File: config.mk
export PLATFORM = sky130hd
export DESIGN_NAME = sobel_edge_px_flat
export DESIGN_NICKNAME = d
export VERILOG_FILES = /design/src/rtl/sobel_pkg.sv /design/src/rtl/sobel_edge_px_if.sv /design/src/rtl/sobel_gray.sv /design/src/rtl/sobel_edge_px.sv /design/src/flat_wrapper.sv
export SDC_FILE = /design/constraint.sdc
export NUM_CORES = 1
export LEC_CHECK = 0
export CAP_MARGIN = 10
export CELL_PAD_IN_SITES_DETAIL_PLACEMENT = 0
export CELL_PAD_IN_SITES_GLOBAL_PLACEMENT = 1
export CORE_ASPECT_RATIO = 1.1
export CORE_MARGIN = 2
export CORE_UTILIZATION = 44
export CTS_BUF_LIST = sky130_fd_sc_hd__clkbuf_8 sky130_fd_sc_hd__clkbuf_16
export DETAILED_ROUTE_END_ITERATION = 8
export PLACE_DENSITY = 0.95
export SETUP_SLACK_MARGIN = 0.05
export SKIP_LAST_GASP = 1
export SLEW_MARGIN = 0
export SYNTH_ARGS = -nofsm -noshare
export SYNTH_HDL_FRONTEND = slang
export SYNTH_SLANG_ARGS = --single-unit
File: constraint.sdc
create_clock -name CLK -period 13.3 [get_ports CLK]
set_clock_uncertainty 0.15 [all_clocks]
set_input_delay 2.66 -clock CLK [delete_from_list [all_inputs] [get_ports CLK]]
set_output_delay 2.66 -clock CLK [all_outputs]
set_load 0.01 [all_outputs]
File: src/rtl/sobel_pkg.sv
// ============================================================================
//  Module      : sobel_pkg
//  Description : Shared definitions for the Sobel edge pixel pipeline.
//                Holds the output-mode encodings, the default widths, and
//                helpers that derive datapath widths from the channel width.
//  Revision    : 1.0 - initial release
// ============================================================================
`default_nettype none

package sobel_pkg;

   localparam int DEF_CW  = 8;   // bits per colour channel
   localparam int DEF_SBW = 2;   // sideband width

   typedef enum logic [1:0] {
      MODE_MAG = 2'd0,   // L1 gradient magnitude
      MODE_THR = 2'd1,   // binary threshold on the magnitude
      MODE_GX  = 2'd2,   // |gx| only
      MODE_GY  = 2'd3    // |gy| only
   } mode_e;

   // Packed {R,G,B} pixel word.
   function automatic int pix_w(input int cw);
      return 3 * cw;
   endfunction

   // |gx| and |gy|: at most 4 * (2^cw - 1).
   function automatic int abs_w(input int cw);
      return cw + 2;
   endfunction

   // Signed gx/gy and the unsigned L1 sum: at most 8 * (2^cw - 1).
   function automatic int mag_w(input int cw);
      return cw + 3;
   endfunction

endpackage

`default_nettype wire

File: src/rtl/sobel_edge_px_if.sv
// ============================================================================
//  Module      : sobel_edge_px_if
//  Description : Window-in / pixel-out stream bundle for sobel_edge_px.
//                slave  : the filter side (consumes the window, drives Dout)
//                master : the producer/consumer side surrounding the filter
//  Ports       : D00IN..D22IN, in_valid, in_ready, in_user, mode, thr,
//                Dout, out_valid, out_ready, out_user
//  Revision    : 1.0 - initial release
// ============================================================================
`default_nettype none

interface sobel_edge_px_if
   import sobel_pkg::*;
#(
   parameter int CW  = DEF_CW,
   parameter int SBW = DEF_SBW
) ();

   localparam int PW = pix_w(CW);

   // 3x3 window, Drc = row r (0 = top), column c (0 = left)
   logic [PW-1:0]  D00IN, D01IN, D02IN;
   logic [PW-1:0]  D10IN, D11IN, D12IN;
   logic [PW-1:0]  D20IN, D21IN, D22IN;
   logic           in_valid;
   logic           in_ready;
   logic [SBW-1:0] in_user;
   logic [1:0]     mode;
   logic [CW-1:0]  thr;

   logic [PW-1:0]  Dout;
   logic           out_valid;
   logic           out_ready;
   logic [SBW-1:0] out_user;

   modport slave (
      input  D00IN, D01IN, D02IN, D10IN, D11IN, D12IN, D20IN, D21IN, D22IN,
      input  in_valid, in_user, mode, thr, out_ready,
      output in_ready, Dout, out_valid, out_user
   );

   modport master (
      output D00IN, D01IN, D02IN, D10IN, D11IN, D12IN, D20IN, D21IN, D22IN,
      output in_valid, in_user, mode, thr, out_ready,
      input  in_ready, Dout, out_valid, out_user
   );

endinterface

`default_nettype wire

File: src/rtl/sobel_gray.sv
// ============================================================================
//  Module      : sobel_gray
//  Description : Combinational {R,G,B} to gray conversion,
//                gray = (R + 2G + B) >> 2, summed at CW+2 bits so nothing
//                overflows before the shift.
//  Ports       : i_pix  - {R,G,B} pixel, R in the MSBs
//                o_gray - CW-bit gray value
//  Revision    : 1.0 - initial release
// ============================================================================
`default_nettype none

module sobel_gray
   import sobel_pkg::*;
#(
   parameter int CW = DEF_CW
) (
   input  logic [pix_w(CW)-1:0] i_pix,
   output logic [CW-1:0]        o_gray
);

   logic [CW+1:0] sum;

   assign sum    = {2'b00, i_pix[3*CW-1:2*CW]}
                 + {1'b0,  i_pix[2*CW-1:CW], 1'b0}
                 + {2'b00, i_pix[CW-1:0]};
   assign o_gray = CW'(sum >> 2);

endmodule

`default_nettype wire

File: src/rtl/sobel_edge_px.sv
// ============================================================================
//  Module      : sobel_edge_px
//  Description : 4-stage Sobel edge filter on a 3x3 RGB window.
//                S1 gray per tap, S2 signed gx/gy, S3 |gx|,|gy| and L1 sum,
//                S4 mode select + saturation to a gray RGB pixel.
//                Whole pipeline freezes while the output is stalled.
//  Ports       : CLK, RESET (async, active-high), bus (sobel_edge_px_if.slave)
//  Revision    : 1.0 - initial release
// ============================================================================
`default_nettype none

module sobel_edge_px
   import sobel_pkg::*;
#(
   parameter int CW  = DEF_CW,
   parameter int SBW = DEF_SBW
) (
   input  logic                  CLK,
   input  logic                  RESET,
   sobel_edge_px_if.slave        bus
);

   localparam int PW = pix_w(CW);
   localparam int AW = abs_w(CW);
   localparam int MW = mag_w(CW);
   localparam logic [MW-1:0] SAT_MAX = {{(MW-CW){1'b0}}, {CW{1'b1}}};

   // ---------------- stage registers ----------------
   logic                 s1_valid_q, s1_valid_d;
   logic [CW-1:0]        s1_gray_q [9];
   logic [CW-1:0]        s1_gray_d [9];
   logic [SBW-1:0]       s1_user_q, s1_user_d;
   mode_e                s1_mode_q, s1_mode_d;
   logic [CW-1:0]        s1_thr_q,  s1_thr_d;

   logic                 s2_valid_q, s2_valid_d;
   logic signed [MW-1:0] s2_gx_q, s2_gx_d, s2_gy_q, s2_gy_d;
   logic [SBW-1:0]       s2_user_q, s2_user_d;
   mode_e                s2_mode_q, s2_mode_d;
   logic [CW-1:0]        s2_thr_q,  s2_thr_d;

   logic                 s3_valid_q, s3_valid_d;
   logic [AW-1:0]        s3_ax_q, s3_ax_d, s3_ay_q, s3_ay_d;
   logic [MW-1:0]        s3_mag_q, s3_mag_d;
   logic [SBW-1:0]       s3_user_q, s3_user_d;
   mode_e                s3_mode_q, s3_mode_d;
   logic [CW-1:0]        s3_thr_q,  s3_thr_d;

   logic                 out_valid_q, out_valid_d;
   logic [PW-1:0]        dout_q, dout_d;
   logic [SBW-1:0]       out_user_q, out_user_d;

   // ---------------- handshake ----------------
   logic stall;
   assign stall        = out_valid_q & ~bus.out_ready;
   assign bus.in_ready = ~stall;
   assign bus.out_valid = out_valid_q;
   assign bus.Dout      = dout_q;
   assign bus.out_user  = out_user_q;

   // ---------------- S1 gray converters ----------------
   // tap index = row*3 + col
   logic [PW-1:0] tap       [9];
   logic [CW-1:0] gray_tap  [9];

   assign tap[0] = bus.D00IN;  assign tap[1] = bus.D01IN;  assign tap[2] = bus.D02IN;
   assign tap[3] = bus.D10IN;  assign tap[4] = bus.D11IN;  assign tap[5] = bus.D12IN;
   assign tap[6] = bus.D20IN;  assign tap[7] = bus.D21IN;  assign tap[8] = bus.D22IN;

   generate
      for (genvar i = 0; i < 9; i++) begin : g_gray
         sobel_gray #(.CW(CW)) u_gray (
            .i_pix  (tap[i]),
            .o_gray (gray_tap[i])
         );
      end
   endgenerate

   // ---------------- S2 kernel partial sums ----------------
   // Each weighted half-sum is at most 4*(2^CW-1), so AW bits suffice;
   // the difference is formed in MW signed bits.
   logic [AW-1:0] gx_pos, gx_neg, gy_pos, gy_neg;

   assign gx_pos = AW'(s1_gray_q[0]) + AW'({s1_gray_q[3], 1'b0}) + AW'(s1_gray_q[6]);
   assign gx_neg = AW'(s1_gray_q[2]) + AW'({s1_gray_q[5], 1'b0}) + AW'(s1_gray_q[8]);
   assign gy_pos = AW'(s1_gray_q[6]) + AW'({s1_gray_q[7], 1'b0}) + AW'(s1_gray_q[8]);
   assign gy_neg = AW'(s1_gray_q[0]) + AW'({s1_gray_q[1], 1'b0}) + AW'(s1_gray_q[2]);

   // ---------------- S4 mode select / saturation ----------------
   logic [MW-1:0] v_full;
   logic [CW-1:0] v_sat;

   always_comb begin
      v_full = '0;
      case (s3_mode_q)
         MODE_MAG: v_full = s3_mag_q;
         MODE_THR: v_full = (s3_mag_q >= MW'(s3_thr_q)) ? SAT_MAX : '0;
         MODE_GX:  v_full = MW'(s3_ax_q);
         default:  v_full = MW'(s3_ay_q);
      endcase
      v_sat = (v_full > SAT_MAX) ? {CW{1'b1}} : v_full[CW-1:0];
   end

   // ---------------- next-state ----------------
   always_comb begin
      s1_valid_d  = s1_valid_q;   s1_gray_d = s1_gray_q;   s1_user_d = s1_user_q;
      s1_mode_d   = s1_mode_q;    s1_thr_d  = s1_thr_q;
      s2_valid_d  = s2_valid_q;   s2_gx_d   = s2_gx_q;     s2_gy_d   = s2_gy_q;
      s2_user_d   = s2_user_q;    s2_mode_d = s2_mode_q;   s2_thr_d  = s2_thr_q;
      s3_valid_d  = s3_valid_q;   s3_ax_d   = s3_ax_q;     s3_ay_d   = s3_ay_q;
      s3_mag_d    = s3_mag_q;     s3_user_d = s3_user_q;
      s3_mode_d   = s3_mode_q;    s3_thr_d  = s3_thr_q;
      out_valid_d = out_valid_q;  dout_d    = dout_q;      out_user_d = out_user_q;

      if (!stall) begin
         // S1: a bubble loads with valid=0; its data is don't-care
         s1_valid_d = bus.in_valid;
         s1_gray_d  = gray_tap;
         s1_user_d  = bus.in_user;
         s1_mode_d  = mode_e'(bus.mode);
         s1_thr_d   = bus.thr;
         // S2
         s2_valid_d = s1_valid_q;
         s2_gx_d    = $signed({1'b0, gx_pos}) - $signed({1'b0, gx_neg});
         s2_gy_d    = $signed({1'b0, gy_pos}) - $signed({1'b0, gy_neg});
         s2_user_d  = s1_user_q;
         s2_mode_d  = s1_mode_q;
         s2_thr_d   = s1_thr_q;
         // S3: |-4*(2^CW-1)| still fits AW bits, so truncating the negation is safe
         s3_valid_d = s2_valid_q;
         s3_ax_d    = s2_gx_q[MW-1] ? AW'(-s2_gx_q) : AW'(s2_gx_q);
         s3_ay_d    = s2_gy_q[MW-1] ? AW'(-s2_gy_q) : AW'(s2_gy_q);
         s3_mag_d   = MW'(s3_ax_d) + MW'(s3_ay_d);
         s3_user_d  = s2_user_q;
         s3_mode_d  = s2_mode_q;
         s3_thr_d   = s2_thr_q;
         // S4
         out_valid_d = s3_valid_q;
         dout_d      = {3{v_sat}};
         out_user_d  = s3_user_q;
      end
   end

   // ---------------- state ----------------
   always_ff @(posedge CLK or posedge RESET) begin
      if (RESET) begin
         s1_valid_q  <= 1'b0;  s1_gray_q <= '{default: '0};  s1_user_q <= '0;
         s1_mode_q   <= MODE_MAG;  s1_thr_q <= '0;
         s2_valid_q  <= 1'b0;  s2_gx_q <= '0;  s2_gy_q <= '0;  s2_user_q <= '0;
         s2_mode_q   <= MODE_MAG;  s2_thr_q <= '0;
         s3_valid_q  <= 1'b0;  s3_ax_q <= '0;  s3_ay_q <= '0;  s3_mag_q <= '0;
         s3_user_q   <= '0;  s3_mode_q <= MODE_MAG;  s3_thr_q <= '0;
         out_valid_q <= 1'b0;  dout_q <= '0;  out_user_q <= '0;
      end else begin
         s1_valid_q  <= s1_valid_d;  s1_gray_q <= s1_gray_d;  s1_user_q <= s1_user_d;
         s1_mode_q   <= s1_mode_d;   s1_thr_q  <= s1_thr_d;
         s2_valid_q  <= s2_valid_d;  s2_gx_q <= s2_gx_d;  s2_gy_q <= s2_gy_d;
         s2_user_q   <= s2_user_d;   s2_mode_q <= s2_mode_d;  s2_thr_q <= s2_thr_d;
         s3_valid_q  <= s3_valid_d;  s3_ax_q <= s3_ax_d;  s3_ay_q <= s3_ay_d;
         s3_mag_q    <= s3_mag_d;    s3_user_q <= s3_user_d;
         s3_mode_q   <= s3_mode_d;   s3_thr_q  <= s3_thr_d;
         out_valid_q <= out_valid_d; dout_q <= dout_d;  out_user_q <= out_user_d;
      end
   end

endmodule

`default_nettype wire

File: src/flat_wrapper.sv
// flat-port wrapper written by rule: the top's interface ports become plain ports
module sobel_edge_px_flat import sobel_pkg::*;
#(
   parameter int CW  = DEF_CW,
   parameter int SBW = DEF_SBW
)
  (CLK, RESET, bus_D00IN, bus_D01IN, bus_D02IN, bus_D10IN, bus_D11IN, bus_D12IN, bus_D20IN, bus_D21IN, bus_D22IN, bus_in_valid, bus_in_user, bus_mode, bus_thr, bus_out_ready, bus_in_ready, bus_Dout, bus_out_valid, bus_out_user);
  sobel_edge_px_if #(.CW(CW), .SBW(SBW)) bus_i ();
  input  logic CLK;
  input  logic RESET;
  input wire logic [$bits(bus_i.D00IN)-1:0] bus_D00IN;
  input wire logic [$bits(bus_i.D01IN)-1:0] bus_D01IN;
  input wire logic [$bits(bus_i.D02IN)-1:0] bus_D02IN;
  input wire logic [$bits(bus_i.D10IN)-1:0] bus_D10IN;
  input wire logic [$bits(bus_i.D11IN)-1:0] bus_D11IN;
  input wire logic [$bits(bus_i.D12IN)-1:0] bus_D12IN;
  input wire logic [$bits(bus_i.D20IN)-1:0] bus_D20IN;
  input wire logic [$bits(bus_i.D21IN)-1:0] bus_D21IN;
  input wire logic [$bits(bus_i.D22IN)-1:0] bus_D22IN;
  input wire logic [$bits(bus_i.in_valid)-1:0] bus_in_valid;
  input wire logic [$bits(bus_i.in_user)-1:0] bus_in_user;
  input wire logic [$bits(bus_i.mode)-1:0] bus_mode;
  input wire logic [$bits(bus_i.thr)-1:0] bus_thr;
  input wire logic [$bits(bus_i.out_ready)-1:0] bus_out_ready;
  output wire logic [$bits(bus_i.in_ready)-1:0] bus_in_ready;
  output wire logic [$bits(bus_i.Dout)-1:0] bus_Dout;
  output wire logic [$bits(bus_i.out_valid)-1:0] bus_out_valid;
  output wire logic [$bits(bus_i.out_user)-1:0] bus_out_user;
  assign bus_i.D00IN = bus_D00IN;
  assign bus_i.D01IN = bus_D01IN;
  assign bus_i.D02IN = bus_D02IN;
  assign bus_i.D10IN = bus_D10IN;
  assign bus_i.D11IN = bus_D11IN;
  assign bus_i.D12IN = bus_D12IN;
  assign bus_i.D20IN = bus_D20IN;
  assign bus_i.D21IN = bus_D21IN;
  assign bus_i.D22IN = bus_D22IN;
  assign bus_i.in_valid = bus_in_valid;
  assign bus_i.in_user = bus_in_user;
  assign bus_i.mode = bus_mode;
  assign bus_i.thr = bus_thr;
  assign bus_i.out_ready = bus_out_ready;
  assign bus_in_ready = bus_i.in_ready;
  assign bus_Dout = bus_i.Dout;
  assign bus_out_valid = bus_i.out_valid;
  assign bus_out_user = bus_i.out_user;
  sobel_edge_px #(.CW(CW), .SBW(SBW)) u_core (.CLK(CLK), .RESET(RESET), .bus(bus_i));
endmodule
# Word level (Yosys, flattened, before mapping)
# Cells that the tools add are included.
dict set report classes {
  add_sub_neg 29
  order_cmp 2
  n_eq_ne 2
  muxes 5
  bitwise 3
  n_reduce_logical 1
}
# operator count
set ops {}
lappend ops {{$add 10x8->10} 12}
lappend ops {{$add 8x9->10} 12}
lappend ops {{$pmux 11 s3} 1}
lappend ops {{$sub 10x10->11} 2}
lappend ops {{$mux 10} 2}
lappend ops {{$neg 10->10} 2}
lappend ops {{$mux 8} 2}
lappend ops {{$add 10x10->11} 1}
lappend ops {{$ge 11x8->1} 1}
lappend ops {{$gt 11x8->1 const B} 1}
lappend ops {{$eq 2x1->1 const B} 1}
lappend ops {{$eq 2x2->1 const B} 1}
lappend ops {{$logic_not 2->1} 1}
lappend ops {{$not 1->1} 2}
lappend ops {{$and 1x1->1} 1}
dict set report word_totals {
  reg_bits 183
  output_inout_bits 28
  word_cells 70
}

# Depth between registers and ports, before layout
dict set report depth {
  word_depth 5
  mapped_depth 13
}

# Hierarchy
# Synthesis repeated with hierarchy kept, for this count alone.
dict set report hier_totals {
  cells_unflattened 1398
  area_unflattened_um2 13337.8
}
# module instances cells_each area_each_um2
set modules_own_cells {}
lappend modules_own_cells {sobel_edge_px 1 1006 9633.0}
lappend modules_own_cells {{sobel_gray at u_core.g_gray[1].u_gray ...} 7 49 461.7}
lappend modules_own_cells {{sobel_gray at u_core.g_gray[0].u_gray} 1 49 473.0}

# Least setup slack after synthesis
# OpenSTA, ideal clock, no wires.
dict set report synth_path {
  path_type {input to output}
  start {input port bus_out_ready}
  end {output port bus_in_ready}
  t_arrival_ps 3707
  slack_ps 6783
  cell_stages 5
  path_buffers 3
  cell_sequence {nor2b_1 -> inv_1 -> clkbuf_1 -> clkbuf_1 -> buf_1}
}
dict set report synth_between {
  elab_chain_cells 3
}
# element line
set synth_lines {}
lappend synth_lines {{start: declaration} flat_wrapper.sv:24} ;# input wire logic [$bits(bus_i.out_ready)-1:0] bus_out_ready;
lappend synth_lines {{$not 1->1} sobel_edge_px.sv:55} ;# assign stall = out_valid_q & ~bus.out_ready;
lappend synth_lines {{$and 1x1->1} sobel_edge_px.sv:55}
lappend synth_lines {{$not 1->1} sobel_edge_px.sv:56} ;# assign bus.in_ready = ~stall;
lappend synth_lines {{end: declaration} flat_wrapper.sv:25} ;# output wire logic [$bits(bus_i.in_ready)-1:0] bus_in_ready;
# No other way between the ends.

# Worst setup path in the final report
# Same ends and word-level chain as after synthesis.

==> flow_summary_export.csv <==
group,metric,value,unit
setup_path,critPathTopFamily,"buffers and inverters",
timing,final_max_slew_viol_count,0,
grt,gr-total-overflow,0,
floorplanning,core_ar,30500,sq um
synth,synthSimpleGateAreaFrac,0.176,
synth,postSynthAreaPerCell,9.61,sq um
hold_path,timing.hold.worst_endpoint,"u_core.s3_user_q[0]$_DFFE_PP0N_",
drt,drc_violations_left,0,
setup_path,cpMostUsedCell,"sky130_fd_sc_hd__clkdlybuf4s50_1",
setup_path,ff2ff_setup_slack,9.39,ns
place,io_buffer_count,235,
synth,yosys.area_share.xor_xnor,0.0237,
flow_run,max-cap-violations,0,
synth,yosys_reg_bits,167,
timing,period_share,0.580,
grt,first_global_vias,11300,
hold_path,min_path_cells,2,
hold_path,hold_path_class,"reg2reg",
cts,ctsResizeCount,0,
cts,clk-insertion-delay-late,0.44,ns
cts,cts_buffers,17,
status,run_status,"complete, no violations",
setup_path,critical_path.max_stage_delay,0.60,ns
place,post-place-ws,5.46,ns
drt,drtAntennaViolNets,0,
synth,post_synth_fa_ha_maj_area_fraction,0.277,
setup_path,worstPathArrival,4.91,ns
timing,totalNegativeSetupSlack,0,ns
floorplanning,fp.dieArea,32500,sq um
synth,async_reset_ff_frac,1.00,
cts,postCtsSetupBuffers,0,
synth,dominant_combinational_cell_family_by_area_after_synthesis,"adder cells",
place,globalplace.congestion,0.864,
setup_path,worst-path-buf-inv,4,
synth,post_synth_cell_types,62,
hold_path,hold_start,"u_core.s3_user_q[0]$_DFFE_PP0N_",
drt,drt_pass_1_iters,5,
setup_path,reg2reg_to,"u_core.s2_gy_q[8]$_DFFE_PP0N_",
finish,syn_to_final_growth,23.4,%
timing,finalWorstSetupSlack,5.58,ns
cts,worst_setup_hold_path_clk_slew,0.07,ns
cts,cts-hold-fix-buffers,0,
grt,grt_first_pass_wirelength,53800,um
finish,diodes,0,
drt,via_count,11000,
floorplanning,i_o_pin_total,260,
timing,slew_headroom,0.306,
setup_path,crit_path_max_fanout,237,
timing,timing.final.crit_period,7.72,ns
floorplanning,chipHeight,189,um
setup_path,criticalPathCategory,"in2out",
drt,routed_via_density,5.38,
floorplanning,die_w,172,um
timing,worstMarginPinSlew,1.04,ns
synth,synth-compound-area-share,0.143,
synth,synth_edf_count,0,
timing,rsz0062_at_grt,"false",
finish,drive_above_1_share,0.0399,
synth,ys_warn_count,0,
setup_path,r2r_start,"u_core.s1_gray_q[50]$_DFFE_PP0N_",
grt,grtUsageTotal,0.207,
drt,drt_first_iter_violations,657,
cts,clock_tree.htree_level_count,4,
setup_path,timing.critical_path.cells,"clkdlybuf4s50_1, nor2b_4, buf_12, inv_4, clkdlybuf4s50_1",
grt,antenna_found_initial,0,
floorplanning,floorplan.rows,67,
place,dpl.hpwl,25400,um
finish,layout.cells.most_common_list,"235 x sky130_fd_sc_hd__clkdlybuf4s50_1, 167 x sky130_fd_sc_hd__dfrtp_1, 152 x sky130_fd_sc_hd__nand2_1",
synth,syn-instance-count,1423,
setup_path,slowest_stage,"sky130_fd_sc_hd__clkdlybuf4s50_1",
synth,dominantRegCellSynth,"sky130_fd_sc_hd__dfrtp_1",
setup_path,crit_required,10.49,ns
cts,cts_root_buf,"sky130_fd_sc_hd__clkbuf_16",
finish,nets,2074,
grt,grt_max_degree,238,
synth,synth.net_count,1882,
cts,cts_tree,"built",
cts,cts.path.max_buffers,2,
setup_path,worst-r2r-cell-count,12,
timing,final_number_of_hold_violating_endpoints,0,
synth,ys_seq_area_frac,0.306,
timing,whs,0.317,ns
synth,share_of_cell_area_taken_by_muxes_after_synthesis,0.0139,
setup_path,crit_path_end_kind,"primary output",
finish,layout.filler_cells,2745,
setup_path,critPathLaunchType,"input pin",
drt,finalWirelength,32300,um
synth,synthesis.area,13700,sq um
floorplanning,initial_utilization,0.448,
timing,final_number_of_setup_violating_endpoints,0,
finish,layout_commonest_cell,"sky130_fd_sc_hd__clkdlybuf4s50_1",
timing,maxClockFrequency,130,MHz
drt,wl_per_cell,15.8,um
cts,cts_sinks,167,
logic make-up after synthesis:
group | after synthesis
XOR/XNOR | 37
buffers and inverters | 206
multiplexers | 18
AND/OR/NAND/NOR | 469
AO/OA/AOI/OAI | 299
flip-flops | 167
adder cells (fa/ha/maj) | 227
state kept, by name, indices dropped and copies added (netlist names), 10 cells and up:
register          cells
u_core.s1_gray_q     64
u_core.s2_gx_q       11
u_core.s3_ax_q       10
u_core.s3_mag_q      11
u_core.s2_gy_q       11
u_core.s3_ay_q       10
stage by stage:
step,utilization,area [sq um],std cells
after floorplan,-,13700,1423
after global placement,0.534,16300,2010
after detailed placement,0.534,16300,2010
after CTS,0.553,16900,2042
after global routing,0.553,16900,2042
final,0.553,16900,2042
layer usage:
layer	GRT usage	vias to the layer above	share of wire
met5	0	-	0
met3	0.0295	68	0.036
met1	0.248	5333	0.41
met2	0.368	271	0.52
met4	0.0915	0	0.040
li1	-	5305	-
worst register-to-register path, stage by stage (launching register included):
cell and delay, ns:
sky130_fd_sc_hd__dfrtp_1 0.41, sky130_fd_sc_hd__inv_1 0.08, sky130_fd_sc_hd__fa_1 0.53, sky130_fd_sc_hd__inv_1 0.05
sky130_fd_sc_hd__fa_1 0.50, sky130_fd_sc_hd__fa_1 0.61, sky130_fd_sc_hd__inv_1 0.06, sky130_fd_sc_hd__ha_1 0.30
sky130_fd_sc_hd__a211oi_1 0.24, sky130_fd_sc_hd__o21bai_1 0.15, sky130_fd_sc_hd__a31o_2 0.29, sky130_fd_sc_hd__or4_1 0.39
sky130_fd_sc_hd__nand3_1 0.10
worst max path at each step:
| stage | from | endpoint | slack [ns] | depth (start not counted) |
|---|---|---|---|---|
| 5_1_grt | bus_out_ready | bus_in_ready | 5.31 | 5 |
| 3_5_place_dp | bus_out_ready | bus_in_ready | 5.46 | 5 |
| 4_1_cts | bus_out_ready | bus_in_ready | 5.46 | 5 |
| 6_report | bus_out_ready | bus_in_ready | 5.58 | 5 |
| 2_1_floorplan | RESET | u_core.bus.Dout[15]$_DFFE_PP0N_ | 5.97 | 1 |
| 3_3_place_gp | bus_out_ready | bus_in_ready | 5.49 | 5 |
final cells by class:
type	instances	area, sq um	share of cell area
clock buffer	17	425	0.0252
clock inverter	15	154	0.00912
inverter	140	533	0.0316
multi-input combinational	1050	8670	0.514
sequential	167	4180	0.248
tap	414	518	0.0307
timing repair buffer	239	2390	0.142
Yosys cell counts, drive strengths merged, types with 17 or more instances:
cell	instances	area, sq um
ha	100	1250
inv	140	526
dfrtp	167	4180
xor2	17	149
a21oi	74	370
nand2	152	571
clkbuf	39	146
fa	127	2540
nor3b	49	368
o21ai	82	410
nor3	23	115
o31ai	26	209
or3	28	176
nor2	99	372
nand3	30	150
nor2b	20	125
xnor2	20	175
buf	27	161
Power is not shown: default switching activity piles up to over one toggle a cycle in this logic, so the estimate is an artifact.
